--- src/rtl/bnn_conv_multi.sv ---
// ============================================================================
// Module   : bnn_conv_multi
// Function : Binary 3x3 convolution over a stream of packed images with up to
//            MAX_K XNOR-popcount kernels. Optional macro BNN_THRESH_EN takes
//            per-kernel thresholds from the weight words (else fixed at 5).
// Revision : 1.0
// ============================================================================
`default_nettype none

module bnn_conv_multi #(
    parameter int MAX_DIM = 16,
    parameter int MAX_K   = 4
) (
    input  logic        clk,
    input  logic        reset_b,
    input  logic        dut_run,
    output logic        dut_busy,
    output logic [11:0] dut_sram_read_address,
    input  logic [15:0] sram_dut_read_data,
    output logic [11:0] dut_sram_write_address,
    output logic [15:0] dut_sram_write_data,
    output logic        dut_sram_write_enable,
    output logic [11:0] dut_wmem_read_address,
    input  logic [15:0] wmem_dut_read_data
);

    localparam logic [2:0] c_IDLE = 3'd0;
    localparam logic [2:0] c_LDW  = 3'd1;
    localparam logic [2:0] c_HDR  = 3'd2;
    localparam logic [2:0] c_FILL = 3'd3;
    localparam logic [2:0] c_OUT  = 3'd4;
    localparam logic [2:0] c_NEXT = 3'd5;

    logic [2:0]         r_state;
    logic [2:0]         w_next;
    logic [1:0]         r_ph;
    logic [3:0]         r_widx;
    logic [3:0]         r_kcnt;
    logic [2:0]         r_kidx;
    logic [8:0]         r_kern [MAX_K];
    logic [4:0]         r_n;
    logic [4:0]         r_nrows;
    logic [4:0]         r_out_row;
    logic [11:0]        r_img_base;
    logic [11:0]        r_saddr;
    logic [11:0]        r_waddr;
    logic [11:0]        r_oaddr;
    logic [MAX_DIM-1:0] r_row0;
    logic [MAX_DIM-1:0] r_row1;
    logic [MAX_DIM-1:0] r_row2;
`ifdef BNN_THRESH_EN
    logic [3:0]         r_thr [MAX_K];
`endif

    logic               w_rdy;
    logic [3:0]         w_kclamp;
    logic               w_hdr_ok;
    logic               w_ldw_done;
    logic               w_last_row;
    logic               w_more_k;
    logic               w_read_state;
    logic [8:0]         w_kern;
    logic [3:0]         w_thr;
    logic [MAX_DIM-3:0] w_pix;
    logic [15:0]        w_row_bits;

    // Memories return data one cycle after the registered address, so each read
    // walks phases 0 (address settles), 1 (memory samples), 2 (data consumed).
    assign w_rdy        = (r_ph == 2'd2);
    assign w_read_state = (r_state == c_LDW) || (r_state == c_HDR) || (r_state == c_FILL);
    assign w_kclamp     = (wmem_dut_read_data[3:0] > 4'(MAX_K)) ? 4'(MAX_K) : wmem_dut_read_data[3:0];
    assign w_hdr_ok     = (sram_dut_read_data >= 16'd3) && (sram_dut_read_data <= 16'(MAX_DIM));
    assign w_ldw_done   = (r_widx == 4'd0) ? (w_kclamp == 4'd0) : (r_widx == r_kcnt);
    assign w_last_row   = (r_out_row == r_n - 5'd3);
    assign w_more_k     = ({1'b0, r_kidx} + 4'd1) < r_kcnt;

    function automatic logic [3:0] f_popcnt(input logic [8:0] v);
        logic [3:0] s;
        s = 4'd0;
        for (int i = 0; i < 9; i++) s = s + {3'd0, v[i]};
        return s;
    endfunction

    always_comb begin
        w_kern = 9'd0;
        w_thr  = 4'd5;
        for (int i = 0; i < MAX_K; i++) begin
            if (r_kidx == 3'(i)) begin
                w_kern = r_kern[i];
`ifdef BNN_THRESH_EN
                w_thr  = r_thr[i];
`endif
            end
        end
    end

    for (genvar c = 0; c < MAX_DIM - 2; c++) begin : g_col
        logic [8:0] w_win;
        assign w_win    = {r_row2[c +: 3], r_row1[c +: 3], r_row0[c +: 3]};
        assign w_pix[c] = (f_popcnt(~(w_kern ^ w_win)) >= w_thr);
    end

    always_comb begin
        w_row_bits = 16'd0;
        for (int c = 0; c < MAX_DIM - 2; c++) begin
            w_row_bits[c] = w_pix[c] && (5'(c) <= r_n - 5'd3);
        end
    end

    // State register
    always_ff @(posedge clk or negedge reset_b) begin
        if (!reset_b) r_state <= c_IDLE;
        else          r_state <= w_next;
    end

    // Next-state logic
    always_comb begin
        w_next = r_state;
        case (r_state)
            c_IDLE: if (dut_run) w_next = c_LDW;
            c_LDW:  if (w_rdy && w_ldw_done) w_next = c_HDR;
            c_HDR: begin
                if (w_rdy) begin
                    if (!w_hdr_ok)            w_next = c_IDLE;
                    else if (r_kcnt == 4'd0)  w_next = c_HDR;
                    else                      w_next = c_FILL;
                end
            end
            c_FILL: if (w_rdy && (r_nrows >= 5'd2)) w_next = c_OUT;
            c_OUT:  w_next = w_last_row ? c_NEXT : c_FILL;
            c_NEXT: w_next = w_more_k ? c_FILL : c_HDR;
            default: w_next = c_IDLE;
        endcase
    end

    // Output logic
    always_comb begin
        dut_busy              = (r_state != c_IDLE);
        dut_sram_write_enable = (r_state == c_OUT);
        dut_sram_write_data   = (r_state == c_OUT) ? w_row_bits : 16'd0;
    end

    assign dut_sram_read_address  = r_saddr;
    assign dut_wmem_read_address  = r_waddr;
    assign dut_sram_write_address = r_oaddr;

    always_ff @(posedge clk or negedge reset_b) begin
        if (!reset_b) begin
            r_ph       <= 2'd0;
            r_widx     <= 4'd0;
            r_kcnt     <= 4'd0;
            r_kidx     <= 3'd0;
            r_n        <= 5'd0;
            r_nrows    <= 5'd0;
            r_out_row  <= 5'd0;
            r_img_base <= 12'd0;
            r_saddr    <= 12'd0;
            r_waddr    <= 12'd0;
            r_oaddr    <= 12'd0;
            r_row0     <= '0;
            r_row1     <= '0;
            r_row2     <= '0;
            for (int i = 0; i < MAX_K; i++) begin
                r_kern[i] <= 9'd0;
`ifdef BNN_THRESH_EN
                r_thr[i]  <= 4'd0;
`endif
            end
        end else begin
            r_ph <= (w_read_state && !w_rdy) ? r_ph + 2'd1 : 2'd0;
            if (r_state == c_LDW)  r_waddr <= {8'd0, r_widx};
            if (r_state == c_HDR)  r_saddr <= r_img_base;
            if (r_state == c_FILL) r_saddr <= r_img_base + 12'(r_nrows) + 12'd1;

            case (r_state)
                c_IDLE: begin
                    if (dut_run) begin
                        r_widx     <= 4'd0;
                        r_kcnt     <= 4'd0;
                        r_img_base <= 12'd0;
                        r_oaddr    <= 12'd0;
                    end
                end
                c_LDW: begin
                    if (w_rdy) begin
                        if (r_widx == 4'd0) r_kcnt <= w_kclamp;
                        for (int i = 0; i < MAX_K; i++) begin
                            if (r_widx == 4'(i + 1)) begin
                                r_kern[i] <= wmem_dut_read_data[8:0];
`ifdef BNN_THRESH_EN
                                r_thr[i]  <= wmem_dut_read_data[12:9];
`endif
                            end
                        end
                        r_widx <= r_widx + 4'd1;
                    end
                end
                c_HDR: begin
                    if (w_rdy && w_hdr_ok) begin
                        r_n       <= sram_dut_read_data[4:0];
                        r_kidx    <= 3'd0;
                        r_nrows   <= 5'd0;
                        r_out_row <= 5'd0;
                        r_row0    <= '0;
                        r_row1    <= '0;
                        r_row2    <= '0;
                        // With no kernels the image is skipped straight to the next header.
                        if (r_kcnt == 4'd0)
                            r_img_base <= r_img_base + 12'(sram_dut_read_data[4:0]) + 12'd1;
                    end
                end
                c_FILL: begin
                    if (w_rdy) begin
                        r_row0  <= r_row1;
                        r_row1  <= r_row2;
                        r_row2  <= sram_dut_read_data[MAX_DIM-1:0];
                        r_nrows <= r_nrows + 5'd1;
                    end
                end
                c_OUT: begin
                    r_oaddr   <= r_oaddr + 12'd1;
                    r_out_row <= r_out_row + 5'd1;
                end
                c_NEXT: begin
                    if (w_more_k) begin
                        r_kidx    <= r_kidx + 3'd1;
                        r_nrows   <= 5'd0;
                        r_out_row <= 5'd0;
                        r_row0    <= '0;
                        r_row1    <= '0;
                        r_row2    <= '0;
                    end else begin
                        r_img_base <= r_img_base + 12'(r_n) + 12'd1;
                    end
                end
                default: ;
            endcase
        end
    end

endmodule

`default_nettype wire
--- config.mk ---
export PLATFORM = sky130hd
export DESIGN_NAME = bnn_conv_multi
export DESIGN_NICKNAME = d
export VERILOG_FILES = /design/src/rtl/bnn_conv_multi.sv
export SDC_FILE = /design/constraint.sdc
export NUM_CORES = 1
export LEC_CHECK = 0
export ABC_AREA = 1
export CAP_MARGIN = 20
export CORE_MARGIN = 4
export CORE_UTILIZATION = 55
export DETAILED_ROUTE_END_ITERATION = 12
export PLACE_DENSITY = 0.89
export SLEW_MARGIN = 20
export SYNTH_ARGS = -nofsm -noshare
export SYNTH_HDL_FRONTEND = slang
export SYNTH_SLANG_ARGS = --single-unit
--- constraint.sdc ---
create_clock -name clk -period 5.7 [get_ports clk]
set_clock_uncertainty 0.1 [all_clocks]
set_input_delay 1.14 -clock clk [delete_from_list [all_inputs] [get_ports clk]]
set_output_delay 1.14 -clock clk [all_outputs]
set_load 0.02 [all_outputs]
Word-level counts from Yosys, hierarchy flattened:

Index checks and enable logic that the tools add are counted.

* register bits: 155
* output and inout bits: 54

* add/subtract/negate cells: 126
* magnitude comparators: 33
* equal/unequal tests: 26
* muxes and demuxes: 47
* bitwise operators: 28
* reductions and logical operators: 48

Operator list (count)
* 4-bit by 1-bit adder with 4-bit output: 70
* 16-bit case mux with 3 select lines: 3
* 9-bit inverter: 14
* 9-bit XOR: 14
* 16-bit two-way mux: 5
* 12-bit two-way mux: 6
* 3-bit by 1-bit adder with 4-bit output: 14
* 4-bit by 3-bit >= comparator with 1-bit output (second input constant): 14
* 12-bit by 1-bit adder with 12-bit output (second input constant): 4
* 2-bit by 1-bit adder with 3-bit output: 14
* 12-bit by 5-bit adder with 12-bit output: 3
* 9-bit two-way mux: 4
* 12-bit case mux with 3 select lines: 1
* 4-bit by 5-bit <= comparator with 1-bit output (first input constant): 6
* 5-bit case mux with 3 select lines: 2
* 1-bit by 1-bit adder with 2-bit output: 14
* 12-bit case mux with 2 select lines: 1
* 3-bit two-way mux: 7
* 3-bit AND reduction: 7
* 3-bit by 5-bit <= comparator with 1-bit output (first input constant): 4
* 4-bit two-way mux: 5
* 1-bit logical AND: 19
* 3-bit case mux with 6 select lines: 1
* 16-bit by 2-bit >= comparator with 1-bit output (second input constant): 1
* 38 further kinds: 75

Longest topological paths before layout:

* depth after elaboration: 18
* gate-level depth with buffers: 23

Worst setup path before layout:

Ideal clock, no wire load.

* kind: flip-flop to output port
* start point: register r_kidx[0]
* end point: output dut_sram_write_data[12]
* arrival time: 5.148 ns
* data required time: 4.460 ns
* setup slack: -0.688 ns
* stages on the path, launching flop included: 22
* buffers on the path: 2
* path through: dfrtp_1 ha_1 ha_1 clkinv_1 buf_4 nor2_1 a31oi_4 buf_4 xnor2_1 fa_1 inv_1 fa_1 inv_1 fa_1 inv_1 fa_1 fa_1 nand2_1 inv_1 o221ai_1 nand3_1 nor3_1

* cells in the longest elaborated chain, start to end: 18
* elaborated cells on any way between the ends: 21

RTL lines
* start: declaration: RTL line 39 `logic [2:0] r_kidx;`
* start signal: assignment: RTL line 226 `r_kidx <= r_kidx + 3'd1;`
* 3-bit zero test: RTL line 88 `if (r_kidx == 3'(i)) begin`
* 9-bit two-way mux (3 in a row): RTL line 88
* 9-bit two-way mux *: RTL line 88
* 9-bit XOR *: RTL line 100 `assign w_pix[c] = (f_popcnt(~(w_kern ^ w_win)) >= w_thr);`
* 9-bit inverter *: RTL line 100
* 1-bit by 1-bit adder with 2-bit output: RTL line 80 `for (int i = 0; i < 9; i++) s = s + {3'd0, v[i]};`
* 2-bit by 1-bit adder with 3-bit output: RTL line 80
* 3-bit by 1-bit adder with 4-bit output: RTL line 80
* 4-bit by 1-bit adder with 4-bit output (4 in a row): RTL line 80
* 4-bit by 1-bit adder with 4-bit output *: RTL line 80
* 4-bit by 3-bit >= comparator with 1-bit output *: RTL line 100
* 1-bit logical AND *: RTL line 106 `w_row_bits[c] = w_pix[c] && (5'(c) <= r_n - 5'd3);`
* 14-bit two-way mux *: RTL line 140 `dut_sram_write_data = (r_state == c_OUT) ? w_row_bits : 16'd0;`
* end: declaration: RTL line 21 `output logic [15:0] dut_sram_write_data,`

Mark *: on every way between the ends. The rest lies on a longest branch, timed or not.

Final worst setup path:

* start point: register r_kidx[0]
* end point: output dut_sram_write_data[0]

Same word-level chain as after synthesis.

==> summary.log <==
INFO  status         status=finished, violations left
INFO  status         failed_checks=negative setup slack
INFO  cells_and_area finish.net_count=1,951
INFO  place          io_buffer_count=71
INFO  clock_network  numCtsBuffers=17
INFO  sta            worst_slew_pin_slew=1070ps
INFO  floorplan      core_area=0.0228sqmm
INFO  hold_path      hp-start=r_ph[0]
INFO  detailed_routing detailroute.via_count=12,600
INFO  synth          syn_area=0.0129sqmm
INFO  sta            grt_setup_unrepaired=yes
INFO  synth          synth_largest_type_area_fraction=0.301
INFO  clock_network  clockRootBuffer=sky130_fd_sc_hd__clkbuf_16
INFO  sta            period_share=1.27
INFO  cells_and_area instances_no_fill=2,105
INFO  synth          synth.avg_cell_area=8.02squm
INFO  synth          netlist_top_cells_area=sky130_fd_sc_hd__dfrtp_1 (30%), sky130_fd_sc_hd__nand2_1 (13%), sky130_fd_sc_hd__fa_1 (11%)
INFO  synth          ys_seq_area_frac=0.301
INFO  detailed_routing route.detailed.drc=0
INFO  detailed_routing routed_via_density=5.98
INFO  sta            max_freq=138MHz
INFO  synth          synth_most_common_cell=sky130_fd_sc_hd__nand2_1
INFO  synth          postSynthRegisterBits=155
INFO  detailed_routing drt-pass1-iter-count=6
INFO  setup_path     critical_path.startpoint_type=flop
INFO  grt            overflow=0
INFO  setup_path     rrSetupSlack=2570ps
INFO  hold_path      hold_end=r_ph[0]
INFO  clock_network  worst_setup_hold_path_clk_slew=70ps
INFO  flow_run       drv_cap=0
INFO  grt            grt_use_met3=0.0587
INFO  cells_and_area regArea=0.00388sqmm
INFO  sta            timing_max_transition_violations_final=0
INFO  synth          synth_cells=1,607
INFO  setup_path     crit_fanout=5
INFO  grt            grt_pass1_vias=12,300
INFO  setup_path     required=4460ps
INFO  clock_network  cts.hold.buffers_added=0
INFO  setup_path     worst-r2r-cell-count=11
INFO  place          routabilityCongestion=0.956
INFO  grt            grt_antenna_before_repair=1
INFO  cells_and_area n_antenna_cell=0
INFO  grt            grt_first_pass_wirelength=62.2mm
INFO  synth          yosysWarnings=0
INFO  cells_and_area layout.filler_cells=1,478
INFO  cells_and_area multi_input_comb_area=0.00858sqmm
INFO  grt            maximum_number_of_pins_on_one_net_before_global_route_repair=107
INFO  clock_network  tritoncts_num_sinks=155
INFO  hold_path      holdCritPathClass=flop to flop
INFO  grt            gr_peak_layer=met2
INFO  clock_network  clk-insertion-delay-late=450ps
INFO  floorplan      initial_utilization=0.564
INFO  cells_and_area post_route_cells_drive_above_1_share=0.218
INFO  synth          synth_common_cells=sky130_fd_sc_hd__nand2_1 (447), sky130_fd_sc_hd__inv_1 (221), sky130_fd_sc_hd__dfrtp_1 (155), sky130_fd_sc_hd__xor2_1 (127), sky130_fd_sc_hd__o21ai_0 (108)
INFO  clock_network  tritoncts=yes
INFO  setup_path     timing.setup.critical_path_class=flop to output port
INFO  detailed_routing wire_per_inst=21.0um
INFO  synth          synth.lib_cells_used.distinct=50
INFO  grt            global_route.usage.met1=0.333
INFO  cells_and_area layout-area-overhead-vs-synth=27.2%
INFO  floorplan      rows=55
INFO  hold_path      min_delay_path_depth=1
INFO  synth          synth_area_leader_cell=sky130_fd_sc_hd__dfrtp_1
INFO  sta            hold_viol_final=0
INFO  detailed_routing number_of_drc_violations_after_detailed_routing_iteration_0=1,533
INFO  floorplan      die_y=161um
INFO  setup_path     worstSetupEndpointType=output port
INFO  detailed_routing route.final.wire_length=44.1mm
INFO  floorplan      floorplan.die.width=161um
INFO  sta            setup-violations-final=14
INFO  synth          synth-edff-count=0
INFO  sta            maxSlewHeadroom=0.288
INFO  synth          synth-async-reset-ratio=1.00
INFO  setup_path     worst_path_arrival_time=5980ps
INFO  detailed_routing postRouteAntennaNets=0
INFO  place          number_of_cells_after_detailed_placement=2,021
INFO  sta            finalCriticalPeriod=7220ps
INFO  clock_network  clock_tree.buffer_depth=2
INFO  floorplan      die-area=0.0259sqmm
INFO  grt            global_route.usage.total=0.298
INFO  sta            final.setup.worst_slack=-1520ps
INFO  floorplan      top_level_ports=89
INFO  setup_path     r2r_start=r_kidx[0]
INFO  clock_network  htree_levels=4
INFO  synth          yosys_most_used_dff=sky130_fd_sc_hd__dfrtp_1
INFO  place          dp_hpwl=24.5mm
INFO  setup_path     crit-reg2reg-capture=r_row1[6]
INFO  grt            globalRouteMet2Util=0.522
worst max-delay path, stage by stage, from the launching register on:
cell	delay, ps
sky130_fd_sc_hd__dfrtp_2	490
sky130_fd_sc_hd__ha_4	190
sky130_fd_sc_hd__clkinv_2	60
sky130_fd_sc_hd__nand2_1	100
sky130_fd_sc_hd__o21ai_2	190
sky130_fd_sc_hd__nand2_1	120
sky130_fd_sc_hd__a31oi_4	320
sky130_fd_sc_hd__buf_12	180
sky130_fd_sc_hd__buf_4	140
sky130_fd_sc_hd__xnor2_4	90
sky130_fd_sc_hd__fa_1	560
sky130_fd_sc_hd__inv_2	80
sky130_fd_sc_hd__fa_1	730
sky130_fd_sc_hd__inv_1	130
sky130_fd_sc_hd__fa_1	520
sky130_fd_sc_hd__inv_2	50
sky130_fd_sc_hd__fa_2	390
sky130_fd_sc_hd__fa_2	430
sky130_fd_sc_hd__nand2_1	120
sky130_fd_sc_hd__inv_2	60
sky130_fd_sc_hd__o221ai_4	270
sky130_fd_sc_hd__nand3_2	120
sky130_fd_sc_hd__inv_2	70
sky130_fd_sc_hd__buf_6	110
cell usage in the layout, fill, tap and decap left out, types with 17 or more instances in the layout:
cell type,count
sky130_fd_sc_hd__fa_2,28
sky130_fd_sc_hd__inv_1,180
sky130_fd_sc_hd__dfrtp_1,153
sky130_fd_sc_hd__o21ai_1,30
sky130_fd_sc_hd__a21oi_1,28
sky130_fd_sc_hd__buf_4,108
sky130_fd_sc_hd__nor2_1,58
sky130_fd_sc_hd__nand2_2,19
sky130_fd_sc_hd__inv_2,46
sky130_fd_sc_hd__xor2_1,106
sky130_fd_sc_hd__xor2_2,17
sky130_fd_sc_hd__ha_1,59
sky130_fd_sc_hd__clkbuf_16,17
sky130_fd_sc_hd__o21ai_0,103
sky130_fd_sc_hd__nand3_1,84
sky130_fd_sc_hd__nand2_1,429
sky130_fd_sc_hd__fa_1,45
sky130_fd_sc_hd__buf_6,25
sky130_fd_sc_hd__clkdlybuf4s50_1,56
how the worst max path moves through the flow:
stage | to | start
CTS | dut_sram_write_data[9] | r_kidx[1]
floorplan | dut_sram_write_data[12] | r_kidx[0]
global route | dut_sram_write_data[0] | r_kidx[0]
finish | dut_sram_write_data[0] | r_kidx[0]
global placement | dut_sram_write_data[9] | r_kidx[1]
detailed placement | dut_sram_write_data[9] | r_kidx[1]
flip-flops by register name, summed over array words and instances (netlist names):
name                    count
r_kern                     36
r_row0                     16
r_row1                     16
r_row2                     16
dut_sram_read_address      12
dut_sram_write_address     12
r_img_base                 12
r_n                         5
r_nrows                     5
r_out_row                   5
dut_wmem_read_address       4
r_kcnt                      4
r_widx                      4
r_kidx                      3
r_state                     3
r_ph                        2
routing by layer:
layer  up-vias  routed length, um
met5         -                 12
li1       5383                  -
met3       344               4430
met1      5958              14700
met2       891              20700
met4         2               4270
per-stage QoR:
step	hold WS, ps	TNS [ps]	area (sq um)	util	setup WS (ps)
global route	371	-17030	16400	0.717	-1590
CTS	331	-11270	15900	0.698	-850
finish	347	-15520	16400	0.717	-1520
floorplan	302	-514	13300	-	-131
global placement	314	-11470	14700	0.643	-929
detailed placement	322	-13010	14700	0.643	-1010
cell type report:
class                           instances  share of cell area
Sequential cell                       155               0.237
Clock inverter                         15              0.0118
Timing Repair Buffer                  207               0.123
Clock buffer                           17              0.0260
Multi-Input combinational cell       1165               0.524
Tap cell                              313              0.0239
Inverter                              233              0.0550
logic make-up after synthesis:
| group | synth area share |
|---|---|
| muxes | 0.00155 |
| other | 0.000291 |
| and+or+nand+nor | 0.217 |
| adders and majority gates | 0.176 |
| DFF | 0.301 |
| buffers and inverters | 0.0998 |
| AOI/OAI and AO/OA | 0.103 |
| xor gates and xnor gates | 0.102 |
repair_timing:
item	CTS	global route
buffers inserted	28	31
cloned	1	0
pin swaps	69	72
endpoints found under the setup margin	14	14
resized for setup	171	53
Power is not shown: default switching activity piles up to over one toggle a cycle in this logic, so the estimate is an artifact.
==> variant: new RTL, same settings <==
Put a register stage on the output `dut_sram_write_data`, without a reset. The value now appears one clock later. The other outputs are not delayed to match.
--- a/src/rtl/bnn_conv_multi.sv
+++ b/src/rtl/bnn_conv_multi.sv
@@ -30,6 +30,8 @@
     localparam logic [2:0] c_FILL = 3'd3;
     localparam logic [2:0] c_OUT  = 3'd4;
     localparam logic [2:0] c_NEXT = 3'd5;
+
+    logic [15:0] dut_sram_write_data_d;
 
     logic [2:0]         r_state;
     logic [2:0]         w_next;
@@ -137,7 +139,7 @@
     always_comb begin
         dut_busy              = (r_state != c_IDLE);
         dut_sram_write_enable = (r_state == c_OUT);
-        dut_sram_write_data   = (r_state == c_OUT) ? w_row_bits : 16'd0;
+        dut_sram_write_data_d = (r_state == c_OUT) ? w_row_bits : 16'd0;
     end
 
     assign dut_sram_read_address  = r_saddr;
@@ -238,6 +240,10 @@
         end
     end
 
+    always_ff @(posedge clk) begin
+        dut_sram_write_data <= dut_sram_write_data_d;
+    end
+
 endmodule
 
 `default_nettype wire
Check against the original RTL: no difference found for any inputs over 10 cycles, from zero or initial values and one cycle with reset_b low; that may be too few to reach the edited logic, so the function may still have changed.
==> variant against the original RTL <==
Routed wire length shrank 19%. Setup slack improved by 1700 ps. Sequential cell count grew 14. Synthesized area increased by 5.9%. Core utilization fell by 9.2 points. Design area fell by 6.9%. Critical endpoint is now dut_sram_write_data[0].
==> variant: results (changes against the original RTL) <==
cells_and_area:
  nNetsFinal: 1963  # was 1951
  fill_cells: 1934  # was 1478
  multi_input_area_um2: 8100  # was 8580 um2
  bufAreaShareNonClock_pct: 6.31  # was 12.3%
  drive_gt1_share_pct: 5.88  # was 21.8%
  signal_buffers: 96  # was 207
  fin_cells: 2128  # was 2105
  multi_input_cells: 1243  # was 1165
  final-clk-cell-share_pct: 4.12  # was 3.78%
setup_path:
  r2r_cells: 22  # was 11
  slowest_delay_ps: 550  # was 730 ps
  r2r_slack_ps: 190  # was 2570 ps
  reg2reg_to: "dut_sram_write_data[0]"  # was r_row1[6]
  cp_max_fo: 9  # was 5
placement:
  place.gp.congestion: 0.910  # was 0.956
  place_inst: 2088  # was 2021
  hpwl_um: 24300  # was 24500 um
  placed_area_um2: 14500  # was 14700 um2
  dpl_worst_slack_ps: 68.0  # was -1010 ps
logic_synthesis:
  ys_seq_area_share_pct: 30.5  # was 30.1%
  synth_mux_area_share_pct: 0  # was 0.155%
  synthArstFlopShare_pct: 91.7  # was 100%
  synth_compound_area_share_pct: 7.51  # was 10.3%
  synth_common_cells: "nand2_1, inv_1, dfrtp_1, xor2_1, nor2_1"  # was nand2_1, inv_1, dfrtp_1, xor2_1, o21ai_0
  synth_cells: 1733  # was 1607
  yosysUniqueCellTypes: 48  # was 50
  ys_seq_elements: 169  # was 155
  synth_adder_area_share_pct: 16.6  # was 17.6%
  synth_xor_area_share_pct: 9.82  # was 10.2%
routing:
  drt-met1-wl_um: 14200  # was 14700 um
  route.met2.wl_um: 17600  # was 20700 um
  wl_met3_um: 2430  # was 4430 um
  top_layer_used: "met4"  # was met5
  wirelength_um: 35700  # was 44100 um
  dr.pass1.iters: 5  # was 6
  via_count: 11900  # was 12600
global_routing:
  grt_antenna_before_repair: 0  # was 1
  grt_pass1_wl_um: 57800  # was 62200 um
  grt_max_degree: 62  # was 107
  use_met1_pct: 32.8  # was 33.3%
  track_usage_pct: 26.3  # was 29.8%
  grt_util_met3_pct: 4.84  # was 5.87%
  grt_pass1_vias: 11900  # was 12300
outcome:
  status: "complete, no violations"  # was finished, violations left
timing:
  fin_setup_tns_ps: 0  # was -15520 ps
  fin_crit_ps: 5510  # was 7220 ps
  worst_pin_slew_ps: 832  # was 1070 ps
cts:
  postCtsSetupBuffers: 2  # was 28
  cts_resized: 0  # was 171
-- variant: cell types whose count changed after synthesis, moves of 20 or more --
| cell | delta |
|---|---|
| buf_2 | +26 |
| clkbuf_1 | -21 |
| inv_1 | +31 |
| nand2_1 | +23 |
| nand4_1 | +57 |
| nor2_1 | +53 |
| o21ai_0 | -34 |
| xor2_1 | +20 |
-- variant: worst max path at each step --
stage,to,slack [ps],from
after floorplan,dut_sram_write_data[0],770,r_kidx[0]
after global placement,dut_sram_write_data[12],220,r_kidx[0]
after detailed placement,dut_sram_write_data[11],70,r_kidx[0]
after CTS,dut_sram_write_data[12],20,r_kidx[0]
after global routing,dut_sram_write_data[0],30,r_kidx[0]
final,dut_sram_write_data[0],190,r_kidx[0]
-- variant: power by group --
group	internal [mW]	switching, mW
registers	1.42	0.217
clock network	0.636	0.606
logic	2.36	4.06
